## src/rtl/mulu_m2q2_seq_if.sv

```systemverilog
// Operand/result valid-ready bundle for mulu_m2q2_seq.
// The master drives operands and result readiness; the multiplier is the slave.
interface mulu_m2q2_seq_if #(
    parameter int WIDTH = 8
) ();
    logic               in_valid;
    logic               in_ready;
    logic [WIDTH-1:0]   x;
    logic [WIDTH-1:0]   y;
    logic               out_valid;
    logic               out_ready;
    logic [2*WIDTH-1:0] p;

    modport master (
        output in_valid, x, y, out_ready,
        input  in_ready, out_valid, p
    );

    modport slave (
        input  in_valid, x, y, out_ready,
        output in_ready, out_valid, p
    );
endinterface

```

## src/rtl/mulu_m2q2_seq.sv

```systemverilog
// Unsigned WIDTHxWIDTH multiplier that time-shares one external 2x2 core,
// feeding it one digit pair per cycle and accumulating shifted partial products.
module mulu_m2q2_seq #(
    parameter int WIDTH = 8
) (
    input  logic                clk,
    input  logic                rst,
    mulu_m2q2_seq_if.slave      bus,
    output logic                busy,
    output logic [1:0]          mul_x,
    output logic [1:0]          mul_y,
    input  logic [3:0]          mul_p
);
    localparam int D  = WIDTH / 2;
    localparam int N  = D * D;
    localparam int KW = (N > 1) ? $clog2(N) : 1;
    localparam int PW = 2 * WIDTH;

    typedef enum logic [1:0] {
        S_IDLE,
        S_RUN,
        S_DONE
    } state_e;

    state_e            state_q, state_d;
    logic [WIDTH-1:0]  xr_q, xr_d;
    logic [WIDTH-1:0]  yr_q, yr_d;
    logic [PW-1:0]     acc_q, acc_d;
    logic [PW-1:0]     p_q, p_d;
    logic [PW-1:0]     term;
    logic [KW-1:0]     k_q, k_d;
    int unsigned       i_idx;
    int unsigned       j_idx;

    always_comb begin
        // NOTE: every signal written here is defaulted first, so no branch can infer a latch.
        state_d = state_q;
        xr_d    = xr_q;
        yr_d    = yr_q;
        acc_d   = acc_q;
        p_d     = p_q;
        k_d     = k_q;
        term    = '0;
        mul_x   = '0;
        mul_y   = '0;
        // x digit index varies fastest as k advances
        i_idx   = 32'(k_q) % D;
        j_idx   = 32'(k_q) / D;

        case (state_q)
            S_IDLE: begin
                if (bus.in_valid) begin
                    xr_d    = bus.x;
                    yr_d    = bus.y;
                    acc_d   = '0;
                    k_d     = '0;
                    state_d = S_RUN;
                end
            end
            S_RUN: begin
                mul_x = 2'(xr_q >> (2 * i_idx));
                mul_y = 2'(yr_q >> (2 * j_idx));
                term  = PW'(mul_p) << (2 * (i_idx + j_idx));
                acc_d = acc_q + term;
                k_d   = k_q + KW'(1);
                if (k_q == KW'(N - 1)) begin
                    p_d     = acc_d;
                    k_d     = '0;
                    state_d = S_DONE;
                end
            end
            S_DONE: begin
                if (bus.out_ready) begin
                    state_d = S_IDLE;
                end
            end
            default: state_d = S_IDLE;
        endcase
    end

    always_ff @(posedge clk) begin
        // NOTE: non-blocking assignments make every flop sample pre-edge values.
        if (rst) begin
            state_q <= S_IDLE;
            xr_q    <= '0;
            yr_q    <= '0;
            acc_q   <= '0;
            p_q     <= '0;
            k_q     <= '0;
        end else begin
            state_q <= state_d;
            xr_q    <= xr_d;
            yr_q    <= yr_d;
            acc_q   <= acc_d;
            p_q     <= p_d;
            k_q     <= k_d;
        end
    end

    // in_ready is gated by rst so no operand is ever offered during reset
    assign bus.in_ready  = (state_q == S_IDLE) && !rst;
    assign bus.out_valid = (state_q == S_DONE);
    assign bus.p         = p_q;
    assign busy          = (state_q == S_RUN);
endmodule

```

## src/flat_wrapper.sv

```systemverilog
// flat-port wrapper written by rule: the top's interface ports become plain ports
module mulu_m2q2_seq_flat 
#(
    parameter int WIDTH = 8
)
  (clk, rst, busy, mul_x, mul_y, mul_p, bus_in_valid, bus_x, bus_y, bus_out_ready, bus_in_ready, bus_out_valid, bus_p);
  mulu_m2q2_seq_if #(.WIDTH(WIDTH)) bus_i ();
  input  logic clk;
  input  logic rst;
  output logic busy;
  output logic [1:0] mul_x;
  output logic [1:0] mul_y;
  input  logic [3:0] mul_p;
  input wire logic [$bits(bus_i.in_valid)-1:0] bus_in_valid;
  input wire logic [$bits(bus_i.x)-1:0] bus_x;
  input wire logic [$bits(bus_i.y)-1:0] bus_y;
  input wire logic [$bits(bus_i.out_ready)-1:0] bus_out_ready;
  output wire logic [$bits(bus_i.in_ready)-1:0] bus_in_ready;
  output wire logic [$bits(bus_i.out_valid)-1:0] bus_out_valid;
  output wire logic [$bits(bus_i.p)-1:0] bus_p;
  assign bus_i.in_valid = bus_in_valid;
  assign bus_i.x = bus_x;
  assign bus_i.y = bus_y;
  assign bus_i.out_ready = bus_out_ready;
  assign bus_in_ready = bus_i.in_ready;
  assign bus_out_valid = bus_i.out_valid;
  assign bus_p = bus_i.p;
  mulu_m2q2_seq #(.WIDTH(WIDTH)) u_core (.clk(clk), .rst(rst), .bus(bus_i), .busy(busy), .mul_x(mul_x), .mul_y(mul_y), .mul_p(mul_p));
endmodule
```

## config.mk

```make
export PLATFORM = sky130hd
export DESIGN_NAME = mulu_m2q2_seq_flat
export DESIGN_NICKNAME = d
export VERILOG_FILES = /design/src/rtl/mulu_m2q2_seq_if.sv /design/src/rtl/mulu_m2q2_seq.sv /design/src/flat_wrapper.sv
export SDC_FILE = /design/constraint.sdc
export NUM_CORES = 1
export LEC_CHECK = 0
export CORE_MARGIN = 2
export CORE_UTILIZATION = 49
export DETAILED_ROUTE_END_ITERATION = 12
export PLACE_DENSITY = 0.77
export SLEW_MARGIN = 20
export SYNTH_ARGS = -nofsm -noshare
export SYNTH_HDL_FRONTEND = slang
export SYNTH_SLANG_ARGS = --single-unit
export TNS_END_PERCENT = 50
```

## constraint.sdc

```tcl
create_clock -name clk -period 3.01 [get_ports clk]
set_input_delay 0.301 -clock clk [delete_from_list [all_inputs] [get_ports clk]]
set_output_delay 0.301 -clock clk [all_outputs]
set_load 0.005 [all_outputs]
```

-- Word-level counts from Yosys, hierarchy flattened
Cells that the tools add are included.
- bits in registers: 54
- bits in latches: 0
- RAM bits: 0
- memory bits (read-only): 0
- logic and storage cells: 37
- memories kept: 0
- add/subtract/negate cells: 3
- multiply operators: 0
- divide/modulo/power cells: 0
- order comparisons: 0
- eq/ne operators: 6
- shift operators: 3
- multiplexer cells: 11
- bitwise operators: 0
- reduce and logical (&&, ||, !) cells: 8
- operator list (cell ; number):
    16-bit one-hot mux with 2 select lines ; 1
    4-bit by 32-bit left shift with 16-bit output ; 1
    16-bit adder ; 1
    16-bit 2-to-1 mux ; 1
    8-bit by 3-bit >> shifter with 2-bit output ; 2
    2-bit 2-to-1 mux ; 5
    4-bit 2-to-1 mux ; 2
    4-bit one-hot mux with 2 select lines ; 1
    2-bit one-hot mux with 3 select lines ; 1
    2-bit AND reduction ; 3
    4-bit by 1-bit adder with 4-bit output (second input constant) ; 1
    4-bit == test (second input constant) ; 1
    2-bit inequality test (second input constant) ; 2
    2-bit by 2-bit adder with 3-bit output ; 1
    3-bit AND reduction ; 1
    2-bit by 1-bit == test with 1-bit output (second input constant) ; 1
    2-bit == test (second input constant) ; 1
    2-bit zero test ; 1
    2-bit by 1-bit inequality test with 1-bit output (second input constant) ; 1
    2-bit nonzero test ; 1
    1-bit logical AND ; 1
    1-bit zero test ; 1

-- Logic depth before layout (Yosys ltp)
Gate-level depths: netlist (run 1).
- word-level depth: 4
- depth in mapped cells: 15
- mapped depth without buffers: 13

-- Worst setup path after synthesis (run 1)
OpenSTA, ideal clock, no wires.
- path type: register -> register
- from: register u_core.k_q[0]
- to: register u_core.p_q[14], in the netlist u_core.bus.p[14]
- arrival time: 3.182 ns
- data required time: 2.880 ns
- slack: -0.302 ns
- stages on the path, launching flop included: 15
- clock period less this slack: 3.312 ns
- cells stage by stage: dfxtp_1 ha_1 inv_1 fa_1 clkbuf_1 nor2_1 a31oi_1 nor2b_1 ha_1 and3_2 a221oi_4 o31ai_4 a31oi_1 xor2_1 o31ai_1
- cells in the longest elaborated chain, start to end: 3
- elaborated cells between the ends (all ways): 5
- ends and longest elaborated chain (item ; line ; RTL):
    start: declaration ; mulu_m2q2_seq.sv:31 ; logic [KW-1:0] k_q, k_d;
    start signal: assignment ; mulu_m2q2_seq.sv:96 ; k_q <= k_d;
    2-bit by 2-bit adder with 3-bit output ; mulu_m2q2_seq.sv:63 ; term = PW'(mul_p) << (2 * (i_idx + j_idx));
    4-bit by 32-bit left shift with 16-bit output ; mulu_m2q2_seq.sv:63 ;
    16-bit adder ; mulu_m2q2_seq.sv:64 ; acc_d = acc_q + term;
    end signal: assignment ; mulu_m2q2_seq.sv:95 ; p_q <= p_d;
    end: declaration ; mulu_m2q2_seq.sv:29 ; logic [PW-1:0] p_q, p_d;
Several ways; a longest one is shown, not always the timed one.
A chain may end at the register's enable or synchronous reset.

-- Final worst setup path (run 1)
- from: register u_core.k_q[2]
- to: register u_core.p_q[7], in the netlist u_core.bus.p[7]
The elaborated chain is that of the path after synthesis.

==> results of run 1 <==
## repair_timing
| action | 4_1_cts | 5_1_grt |
|---|---|---|
| hold buffers | 0 | 0 |
| pin swaps | 25 | 18 |
| setup buffers | 4 | 9 |
| endpoints found under the setup margin | 20 | 22 |
| gates resized for setup | 25 | 20 |
## power groups by stage
stage	Clock, mW	Sequential, mW	Combinational (mW)
2_1_floorplan	0	0.761	0.128
3_3_place_gp	0	0.762	0.219
3_5_place_dp	0	0.763	0.222
4_1_cts	0.456	0.746	0.233
5_1_grt	0.483	0.750	0.276
6_report	0.450	0.747	0.254
## how the worst max path moves through the flow
stage | start | endpoint | slack (ns) | depth (start not counted)
floorplan | u_core.k_q[2] | u_core.bus.p[14] | -0.009 | 14
global placement | u_core.k_q[2] | u_core.acc_q[13] | -0.17 | 15
detailed placement | u_core.k_q[2] | u_core.bus.p[14] | -0.22 | 14
CTS | u_core.k_q[0] | u_core.bus.p[12] | -0.20 | 14
global route | u_core.k_q[2] | u_core.bus.p[7] | -0.37 | 15
finish | u_core.k_q[2] | u_core.bus.p[7] | -0.23 | 15
## state kept, by name, summed over array words and instances, names as in the netlist
signal / cells
u_core.state_q: 2
u_core.xr_q: 8
u_core.bus.p: 16
u_core.acc_q: 16
u_core.yr_q: 8
u_core.k_q: 4
## cell usage in the layout (no fill, tap or decap), types with 2 or more instances in the layout
cell	netlist	layout
or2_1	1	2
a31oi_1	11	9
mux4_2	3	3
a22o_1	3	3
a21o_1	3	3
o31ai_1	3	3
nor2b_1	6	6
and2_1	6	5
clkdlybuf4s50_1	0	46
o21ai_2	0	2
dfxtp_1	54	52
o21ai_0	14	11
dfxtp_4	0	2
fa_2	0	2
buf_6	1	5
xor2_2	0	2
nand2_1	78	76
or3_1	3	3
inv_1	6	5
mux2i_1	2	2
clkbuf_8	0	5
clkinv_2	0	2
o21a_1	3	3
and2_4	1	2
nor2_1	32	30
nand2_2	1	3
xor2_1	4	2
xnor2_1	7	6
a21oi_2	1	5
nand3_1	19	18
nor3_1	6	6
a21oi_1	50	45
o21ai_1	3	3
ha_1	17	12
ha_4	0	5
a211oi_1	2	2
nand2b_1	6	6
buf_4	0	57
## per-stage QoR
step | setup slack (ns) | area [um^2] | setup TNS (ns)
after floorplan | -0.008657 | 3060 | -0.008657
after global placement | -0.1748 | 3891 | -1.672
after detailed placement | -0.2180 | 3891 | -2.979
after CTS | -0.1964 | 4136 | -1.703
after global routing | -0.3740 | 4294 | -5.086
final | -0.2300 | 4294 | -2.366
## area by class of cell
class	count	area (um^2)	share of cell area [%]
sequential	54	1089	25.35
clock inverter	2	10.01	0.2331
multi-input combinational	304	2037	47.44
tap	75	93.84	2.185
timing repair buffer	108	944.7	22.00
inverter	7	26.28	0.6119
clock buffer	6	93.84	2.185
## kinds of logic (layout without fill, tap and decap cells)
family | Yosys count | count (layout) | synth area share [%]
and+or+nand+nor | 167 | 167 | 24.69
buffers and inverters | 27 | 123 | 3.804
muxes | 6 | 6 | 3.763
adders and majority gates | 19 | 19 | 8.354
xor gates and xnor gates | 11 | 11 | 3.184
DFF | 54 | 54 | 35.73
AOI/OAI and AO/OA | 101 | 101 | 20.47
## worst max-delay path: cells and delay by family (launching register included)
kind	cells	cell delay, ns
fa+ha+maj	3	1.04
simple gates	6	0.94
flops	1	0.37
compound gates	3	0.56
buf+inv	3	0.24
## per-layer routing
layer  routed length (um)  vias up  track usage, %
li1                     -     1530               -
met1                 4094     1528           35.85
met2                 4274      140           41.85
met3                  564       33           5.109
met4                  234        0           9.180
met5                    0        -               0
==> metrics.cfg, run 1 <==
[status]
status = finished with violations
violations = negative setup slack

[timing]
rsz0062_at_grt = yes
min_period_ns = 3.240
relSlewSlack_pct = 61.75
drv_slew = 0
max_freq_mhz = 308.6
tightest_slew_ns = 0.5716
hold_violations = 0
setup_viol = 20
setup_ws_ns = -0.2300
holdWs_ns = 0.4558
min_period_over_period_pct = 107.6
skew_ns = 0.005051

[place]
dp_hpwl_um = 5956
routabilityCongestion = 0.9388
place_inst = 536
place.port_buffers = 46

[critical_path]
reg2reg_depth = 15
r2r-start = u_core.k_q[2]
crit_type = reg -> reg
crit_chain = ha_4 -> inv_2 -> fa_2 -> nor2_1 -> a31oi_1 -> nor2b_1 -> ha_4 -> buf_6 -> nand3_4 -> and2_4 -> buf_6 -> a21o_1 -> and2_4 -> or3_1 -> a31oi_1
cp-end-kind = register
crit_slowest_cell = fa_2
arrival_ns = 3.47
max_stage_delay_ns = 0.59
regToRegEndpoint = u_core.bus.p[7]
reg2reg_slack_ns = -0.23
startpoint_type = register
required_ns = 3.24
crit_path_max_fanout = 7

[detailed_routing]
vias_per_cell = 5.811
via_count = 3231
first_iter_violations = 262
wirelength_um = 9168
drtAntennaViolNets = 0
drc = 0
wl_per_cell_um = 16.49
drt-pass1-iter-count = 5

[power_and_ir_drop]
p_sw_mw = 0.3838
pwr-share-seq_pct = 51.5
p_int_mw = 1.067
p_leak_nw = 1.644
power.total_mw = 1.451
share_comb_of_total_power_pct = 17.5
ir_drop_mv = 0.3021
p_sw_share_pct = 26.45
power.density_mw_per_mm2 = 337.9
clockPowerShare_pct = 31.0

[grt]
grt_pass1_vias = 2955
antenna_found_initial = 0
overflow = 0
grt_pass1_wl_um = 13850
grt_usage_pct = 26.38
grt_max_degree = 49

[run]
cap_violations = 0

[floorplanning]
floorplan.initialDensity_pct = 50.80
die-width_um = 82.58
die_area_mm2 = 0.006819
die_y_um = 82.58
ioPinCount = 47
coreArea_mm2 = 0.005956
fp-row-count = 28

[cts]
clockBufferDepth = 2
numCtsBuffers = 5
path_clk_slew_ns = 0.09
cts_root_buffer = clkbuf_8
htree_levels = 2
cts_sinks = 54
cts_tree = yes
clk_latency_ns = 0.31

[yosys]
synthFlopType = dfxtp_1
yosys_warnings = 0
synth_cell_types = 51
synth-edff-count = 0
synth-seq-cells = 54
synthTopCellsByArea = dfxtp_1 (36%), nand2_1 (9.7%), a21oi_1 (8.3%)
yosysMostFrequentCell = nand2_1
synthTopCellsByCount = nand2_1 (78), dfxtp_1 (54), a21oi_1 (50)
syn_inst = 385
yosysTopAreaCell = dfxtp_1
syn_nets = 428
yosysSeqAreaShare_pct = 35.73
synth_top_cell_area_share_pct = 35.73
async_flop_share_pct = 0
syn_area_mm2 = 0.003025
avgSynthCellArea_um2 = 7.858

[final_layout]
antenna_cells = 0
drive_gt1_share_pct = 23.49
area_growth_syn_to_layout_pct = 41.94
fin_nets = 523
nFillCells = 449
final_cells = 556
postLayoutCoreUtil_pct = 72.10

[hold_path]
hold_class = reg -> reg
min-delay-start = u_core.xr_q[3]
min_path_cells = 2
hold_end = u_core.xr_q[3]

Power figures use the tool's default switching activity.
==> run 2: changes to the inputs <==
--- a/config.mk
+++ b/config.mk
@@ -6,9 +6,9 @@
 export NUM_CORES = 1
 export LEC_CHECK = 0
 export CORE_MARGIN = 2
-export CORE_UTILIZATION = 49
+export CORE_UTILIZATION = 40
 export DETAILED_ROUTE_END_ITERATION = 12
-export PLACE_DENSITY = 0.77
+export GPL_TIMING_DRIVEN = 0
 export SLEW_MARGIN = 20
 export SYNTH_ARGS = -nofsm -noshare
 export SYNTH_HDL_FRONTEND = slang
==> run 2 against run 1 <==
- the flow still finishes with violations (negative setup slack)
- final cell count grew 0.36%
- flip-flop and latch count stayed put
- fmax fell by 1.9%
- worst hold slack gained 0.00070 ns
- highest routed layer unchanged
==> metrics.cfg, run 2 (synthesized netlist as in run 1, its figures left out) <==
[final_layout]
antenna_cells = 0  ; unchanged
final_common_cell = nand2_1  ; unchanged
layout_common_cells = nand2_1 (77), dfxtp_1 (50), a21oi_1 (46), clkdlybuf4s50_1 (46), nor2_1 (30)  ; was nand2_1 (76), buf_4 (57), dfxtp_1 (52)
drive_gt1_share_pct = 17.43  ; was 23.49%
multi_input_area_mm2 = 0.001996  ; was 0.002037 mm^2
fin_area_mm2 = 0.004070  ; was 0.004294 mm^2
nFillCells = 731  ; was 449
fin_nets = 501  ; was 523
area_growth_syn_to_layout_pct = 34.53  ; was 41.94%
regArea_mm2 = 0.001094  ; was 0.001089 mm^2

[floorplanning]
coreArea_mm2 = 0.007292  ; was 0.005956 mm^2
die-width_um = 90.97  ; was 82.58 um
fp-row-count = 31  ; was 28
ioPinCount = 47  ; unchanged
die_area_mm2 = 0.008276  ; was 0.006819 mm^2
die_y_um = 90.97  ; was 82.58 um
floorplan.initialDensity_pct = 41.49  ; was 50.80%

[detailed_routing]
drt-pass1-iter-count = 5  ; unchanged
route.met2.wl_um = 3867  ; was 4274 um
wl_met1_um = 4120  ; was 4094 um
via_count = 2931  ; was 3231
first_iter_violations = 200  ; was 262
wirelength_um = 8512  ; was 9168 um
drc = 0  ; unchanged
wl_per_cell_um = 15.25  ; was 16.49 um
met3_length_um = 411  ; was 564 um
top_layer = met4  ; unchanged
vias_per_cell = 5.253  ; was 5.811
drtAntennaViolNets = 0  ; unchanged

[power_and_ir_drop]
pwr-share-seq_pct = 50.8  ; was 51.5%
power.density_mw_per_mm2 = 361.1  ; was 337.9 mW/mm^2
clockPowerShare_pct = 33.1  ; was 31.0%
ir_drop_mv = 0.2378  ; was 0.3021 mV
p_sw_share_pct = 26.08  ; was 26.45%
power.total_mw = 1.470  ; was 1.451 mW
p_sw_mw = 0.3833  ; was 0.3838 mW
p_leak_nw = 1.518  ; was 1.644 nW
p_int_mw = 1.086  ; was 1.067 mW
share_comb_of_total_power_pct = 16.2  ; was 17.5%

[status]
violations = negative setup slack  ; unchanged
status = finished with violations  ; unchanged

[cts]
numCtsBuffers = 5  ; unchanged
cts_sinks = 54  ; unchanged
cts_root_buffer = clkbuf_8  ; unchanged
cts_hold_buf = 0  ; unchanged
clockBufferDepth = 2  ; unchanged
clk_latency_ns = 0.31  ; about the same
cts_tree = yes  ; unchanged
path_clk_slew_ns = 0.10  ; was 0.09 ns
htree_levels = 2  ; unchanged

[critical_path]
arrival_ns = 3.53  ; was 3.47 ns
crit_path_max_fanout = 10  ; was 7
crit_type = reg -> reg  ; unchanged
required_ns = 3.24  ; about the same
cp-end-kind = register  ; unchanged
startpoint_type = register  ; unchanged

[grt]
grt_pass1_vias = 2891  ; was 2955
grt_pass1_wl_um = 14070  ; was 13850 um
grt_usage_pct = 20.75  ; was 26.38%
grt_max_degree = 17  ; was 49
overflow = 0  ; unchanged
antenna_found_initial = 0  ; unchanged

[run]
cap_violations = 0  ; unchanged

[timing]
drv_slew = 0  ; unchanged
min_period_over_period_pct = 109.8  ; was 107.6%
min_period_ns = 3.304  ; was 3.240 ns
rsz0062_at_grt = yes  ; unchanged
max_freq_mhz = 302.6  ; was 308.6 MHz
skew_ns = 0.01426  ; was 0.005051 ns
relSlewSlack_pct = 61.27  ; was 61.75%
setup_viol = 20  ; unchanged
setup_ws_ns = -0.2942  ; was -0.2300 ns
tightest_slew_ns = 0.5789  ; was 0.5716 ns
hold_violations = 0  ; unchanged

[place]
placed_cell_area_mm2 = 0.003645  ; was 0.003891 mm^2
dp_hpwl_um = 6081  ; was 5956 um
routabilityCongestion = 0.8258  ; was 0.9388
place.port_buffers = 46  ; unchanged

[hold_path]
hold_class = reg -> reg  ; unchanged

[run 2: changes by cell type in the layout (fill, tap and decap cells not counted), moves of 4 or more]
cell      before  now
buf_4         57   20
clkbuf_1       0   11
o21ai_0       11    6
buf_2          0    4
ha_4           5    1
o21ai_1        3    7
[run 2: routing by layer]
layer  global-route usage, %  vias to the layer above
met4                   4.545                        0
met2                   33.77                       90
met5                       0                        -
li1                        -                     1482
met1                   29.04                     1348
met3                   3.320                       11
[run 2: metrics by stage]
step	setup WS [ns]	util, %	cells	setup TNS, ns	hold WS, ns
finish	-0.2942	55.82	558	-3.851	0.4565
global route	-0.4260	55.82	558	-7.087	0.4846
CTS	-0.2632	53.88	551	-2.675	0.4564
detailed placement	-0.5996	49.98	530	-6.369	0.4422
global placement	-0.6217	49.98	530	-6.421	0.4414
floorplan	-0.008657	-	385	-0.008657	0.4315
[run 2: cell type report]
type                    instances  share of cell area [%]
multi-input cells             304                   49.03
flip-flops and latches         54                   26.87
repair buffers                 67                   15.28
well taps                      99                   3.043
plain buffers                  19                   2.429
clock buffers                   6                   1.783
clock inverters                 2                  0.9222
inverters                       7                  0.6456
[run 2: what timing repair did]
action | CTS | global route
setup buffers | 14 | 7
pin swaps | 18 | 12
gates resized for setup | 28 | 21
endpoints found under the setup margin | 20 | 22
[run 2: path summary, 6_finish.rpt]
path,slack (ns),start,to,depth (start not counted)
worst max register to register,-0.29,u_core.k_q[0],u_core.bus.p[12],16
worst min register to register,0.46,u_core.yr_q[3],u_core.yr_q[3],2
worst max-delay path,-0.29,u_core.k_q[0],u_core.bus.p[12],16
worst min-delay path,0.46,u_core.yr_q[3],u_core.yr_q[3],2
[run 2: power by group through the flow]
stage | Clock [mW] | Combinational [mW] | Sequential, mW
6_report | 0.486 | 0.238 | 0.746
5_1_grt | 0.527 | 0.261 | 0.750
4_1_cts | 0.500 | 0.222 | 0.746
3_5_place_dp | 0 | 0.210 | 0.766
3_3_place_gp | 0 | 0.208 | 0.765
2_1_floorplan | 0 | 0.128 | 0.761
[run 2: critical path, stage by stage (launching register included)]
cell,delay [ns]
dfxtp_4,0.37
ha_4,0.15
inv_2,0.04
fa_2,0.44
buf_8,0.15
nor2b_1,0.14
nand3_1,0.10
o21ai_2,0.10
ha_1,0.26
clkbuf_4,0.19
a21oi_2,0.20
nor2b_1,0.06
or4_1,0.43
o22ai_2,0.18
xor2_1,0.08
buf_4,0.15
o31ai_1,0.17
==> run 3: changes to the inputs <==
--- a/config.mk
+++ b/config.mk
@@ -5,10 +5,13 @@
 export SDC_FILE = /design/constraint.sdc
 export NUM_CORES = 1
 export LEC_CHECK = 0
+export CORE_ASPECT_RATIO = 0.75
 export CORE_MARGIN = 2
-export CORE_UTILIZATION = 40
+export CORE_UTILIZATION = 45
 export DETAILED_ROUTE_END_ITERATION = 12
 export GPL_TIMING_DRIVEN = 0
+export PLACE_DENSITY = 0.71
+export SETUP_SLACK_MARGIN = 0.3
 export SLEW_MARGIN = 20
 export SYNTH_ARGS = -nofsm -noshare
 export SYNTH_HDL_FRONTEND = slang
==> run 3 against run 2 <==
- the run still ends with negative setup slack left
- register-to-register slack worse by 0.09 ns
- critical path depth is 1 lower
- fmax is 2.7% lower
- via count is 4.8% higher
- first-iteration DRC count is 4.0% lower
- setup slack worse by 0.090 ns
- combinational power is 8% higher
- highest routed layer unchanged
==> metrics.cfg, run 3 (synthesized netlist as in run 1, its figures left out) <==
[power_and_ir_drop]
p_int_mw = 1.104  ; was 1.086 mW
share_comb_of_total_power_pct = 16.8  ; was 16.2%
p_sw_mw = 0.4283  ; was 0.3833 mW
power.density_mw_per_mm2 = 358.0  ; was 361.1 mW/mm^2
ir_drop_mv = 0.2290  ; was 0.2378 mV
p_leak_nw = 1.553  ; was 1.518 nW
clockPowerShare_pct = 34.3  ; was 33.1%
pwr-share-seq_pct = 48.9  ; was 50.8%
p_sw_share_pct = 27.95  ; was 26.08%

[final_layout]
antenna_cells = 0  ; unchanged
multi_input_area_mm2 = 0.002226  ; was 0.001996 mm^2
final_common_cell = nand2_1  ; unchanged
fin_nets = 498  ; was 501
drive_gt1_share_pct = 23.90  ; was 17.43%
nFillCells = 506  ; was 731
regArea_mm2 = 0.001096  ; was 0.001094 mm^2
fin_area_mm2 = 0.004280  ; was 0.004070 mm^2
area_growth_syn_to_layout_pct = 41.48  ; was 34.53%
layout_common_cells = nand2_1 (75), dfxtp_1 (50), clkdlybuf4s50_1 (46)  ; was nand2_1 (77), dfxtp_1 (50), a21oi_1 (46), clkdlybuf4s50_1 (46), nor2_1 (30)

[cts]
numCtsBuffers = 5  ; unchanged
cts_root_buffer = clkbuf_8  ; unchanged
clk_latency_ns = 0.33  ; was 0.31 ns
cts_tree = yes  ; unchanged
htree_levels = 2  ; unchanged
path_clk_slew_ns = 0.11  ; was 0.10 ns
clockBufferDepth = 2  ; unchanged
cts_sinks = 54  ; unchanged

[floorplanning]
die_y_um = 75.01  ; was 90.97 um
ioPinCount = 47  ; unchanged
die-width_um = 98.68  ; was 90.97 um
fp-row-count = 25  ; was 31
die_area_mm2 = 0.007402  ; was 0.008276 mm^2
floorplan.initialDensity_pct = 47.18  ; was 41.49%
coreArea_mm2 = 0.006412  ; was 0.007292 mm^2

[status]
violations = negative setup slack  ; unchanged
status = finished with violations  ; unchanged

[critical_path]
crit_buf_inv = 3  ; was 4
crit_path_start = u_core.k_q[0]  ; unchanged
reg2reg_slack_ns = -0.38  ; was -0.29 ns
r2r-start = u_core.k_q[0]  ; unchanged
path_delay_family = adder cells  ; unchanged
crit_slowest_cell = fa_2  ; unchanged
startpoint_type = register  ; unchanged
max_stage_delay_ns = 0.48  ; was 0.44 ns
arrival_ns = 3.60  ; was 3.53 ns
crit_type = reg -> reg  ; unchanged
crit_chain = ha_4 -> inv_2 -> fa_2 -> clkbuf_16 -> nand2_8 -> nor2_4 -> ha_4 -> fa_2 -> a21o_1 -> a221oi_4 -> buf_4 -> nor3_4 -> o22ai_2 -> xor2_2 -> o31ai_1  ; was ha_4 -> inv_2 -> fa_2 -> buf_8 -> nor2b_1 -> nand3_1 -> o21ai_2 -> ha_1 -> clkbuf_4 -> a21oi_2 -> nor2b_1 -> or4_1 -> o22ai_2 -> xor2_1 -> buf_4 -> o31ai_1
cp-end-kind = register  ; unchanged
required_ns = 3.21  ; was 3.24 ns
crit_path_max_fanout = 5  ; was 10

[timing]
skew_ns = 0.01868  ; was 0.01426 ns
setup_ws_ns = -0.3842  ; was -0.2942 ns
max_freq_mhz = 294.6  ; was 302.6 MHz
min_period_ns = 3.394  ; was 3.304 ns
drv_slew = 0  ; unchanged
min_period_over_period_pct = 112.8  ; was 109.8%
hold_violations = 0  ; unchanged
setup_viol = 20  ; unchanged
tightest_slew_ns = 0.5998  ; was 0.5789 ns
rsz0062_at_grt = yes  ; unchanged
setup_tns_ns = -4.812  ; was -3.851 ns
relSlewSlack_pct = 59.87  ; was 61.27%

[hold_path]
hold_class = reg -> reg  ; unchanged
min-delay-start = u_core.bus.p[11]  ; was u_core.yr_q[3]

[grt]
grt_usage_pct = 23.84  ; was 20.75%
antenna_found_initial = 0  ; unchanged
grt_pass1_vias = 2689  ; was 2891
grt_max_degree = 19  ; was 17
grt_pass1_wl_um = 13500  ; was 14070 um
overflow = 0  ; unchanged

[detailed_routing]
drtAntennaViolNets = 0  ; unchanged
vias_per_cell = 5.721  ; was 5.253
first_iter_violations = 192  ; was 200
wl_per_cell_um = 16.98  ; was 15.25 um
wirelength_um = 9119  ; was 8512 um
via_count = 3072  ; was 2931
drt-pass1-iter-count = 4  ; was 5
drc = 0  ; unchanged

[run]
cap_violations = 0  ; unchanged

[place]
placed_cell_area_mm2 = 0.003640  ; was 0.003645 mm^2
routabilityCongestion = 0.8914  ; was 0.8258
place.port_buffers = 46  ; unchanged
dp_hpwl_um = 6097  ; was 6081 um

[run 3: repair_timing]
| item | CTS | global route |
|---|---|---|
| endpoints found under the setup margin | 25 | 30 |
| setup buffers | 9 | 7 |
| hold buffers | 0 | 0 |
| pin swaps | 6 | 23 |
| hold endpoints to repair | 0 | 0 |
| resized for setup | 36 | 54 |
| cloned | 0 | 1 |
[run 3: final cells by class]
type                    count  area share (%)
inverters                   7          0.6139
well taps                  81           2.368
flip-flops and latches     54           25.61
plain buffers              20           2.455
repair buffers             63           14.24
clock buffers               5           1.608
clock inverters             3           1.111
multi-input cells         304           52.00
[run 3: routing by layer]
metal / up-vias / global-route usage, % / wire length, um
met2: 129 / 34.54 / 3815
met4: 0 / 4.414 / 83
met1: 1455 / 36.46 / 4449
li1: 1480 / - / -
met3: 8 / 5.664 / 770
met5: - / 0 / 0
[run 3: worst min-delay path, cell delays in order (launching register included)]
cell	delay [ns]
dfxtp_1	0.32
nand2_1	0.05
a21oi_1	0.05
[run 3: final timing paths]
kind,endpoint,cells past startpoint
max,u_core.bus.p[12],15
min,u_core.bus.p[11],2
max reg2reg,u_core.bus.p[12],15
min reg2reg,u_core.bus.p[11],2
[run 3: stage by stage]
stage	setup slack (ns)	utilization [%]	total power, mW	hold WS, ns	instances
after detailed placement	-0.4814	56.76	0.9748	0.4448	512
after global placement	-0.4309	56.76	0.9711	0.4397	512
final	-0.3842	66.75	1.533	0.4598	537
after CTS	-0.2642	61.46	1.499	0.4582	529
after global routing	-0.4621	66.75	1.592	0.4793	537
after floorplan	0.01344	-	0.8890	0.4315	385
[run 3: power groups by stage]
stage	sequential, mW	clock, mW	combinational (mW)
after floorplan	0.761	0	0.128
after global placement	0.765	0	0.206
after detailed placement	0.767	0	0.208
after CTS	0.747	0.526	0.226
after global routing	0.751	0.562	0.279
final	0.749	0.526	0.258
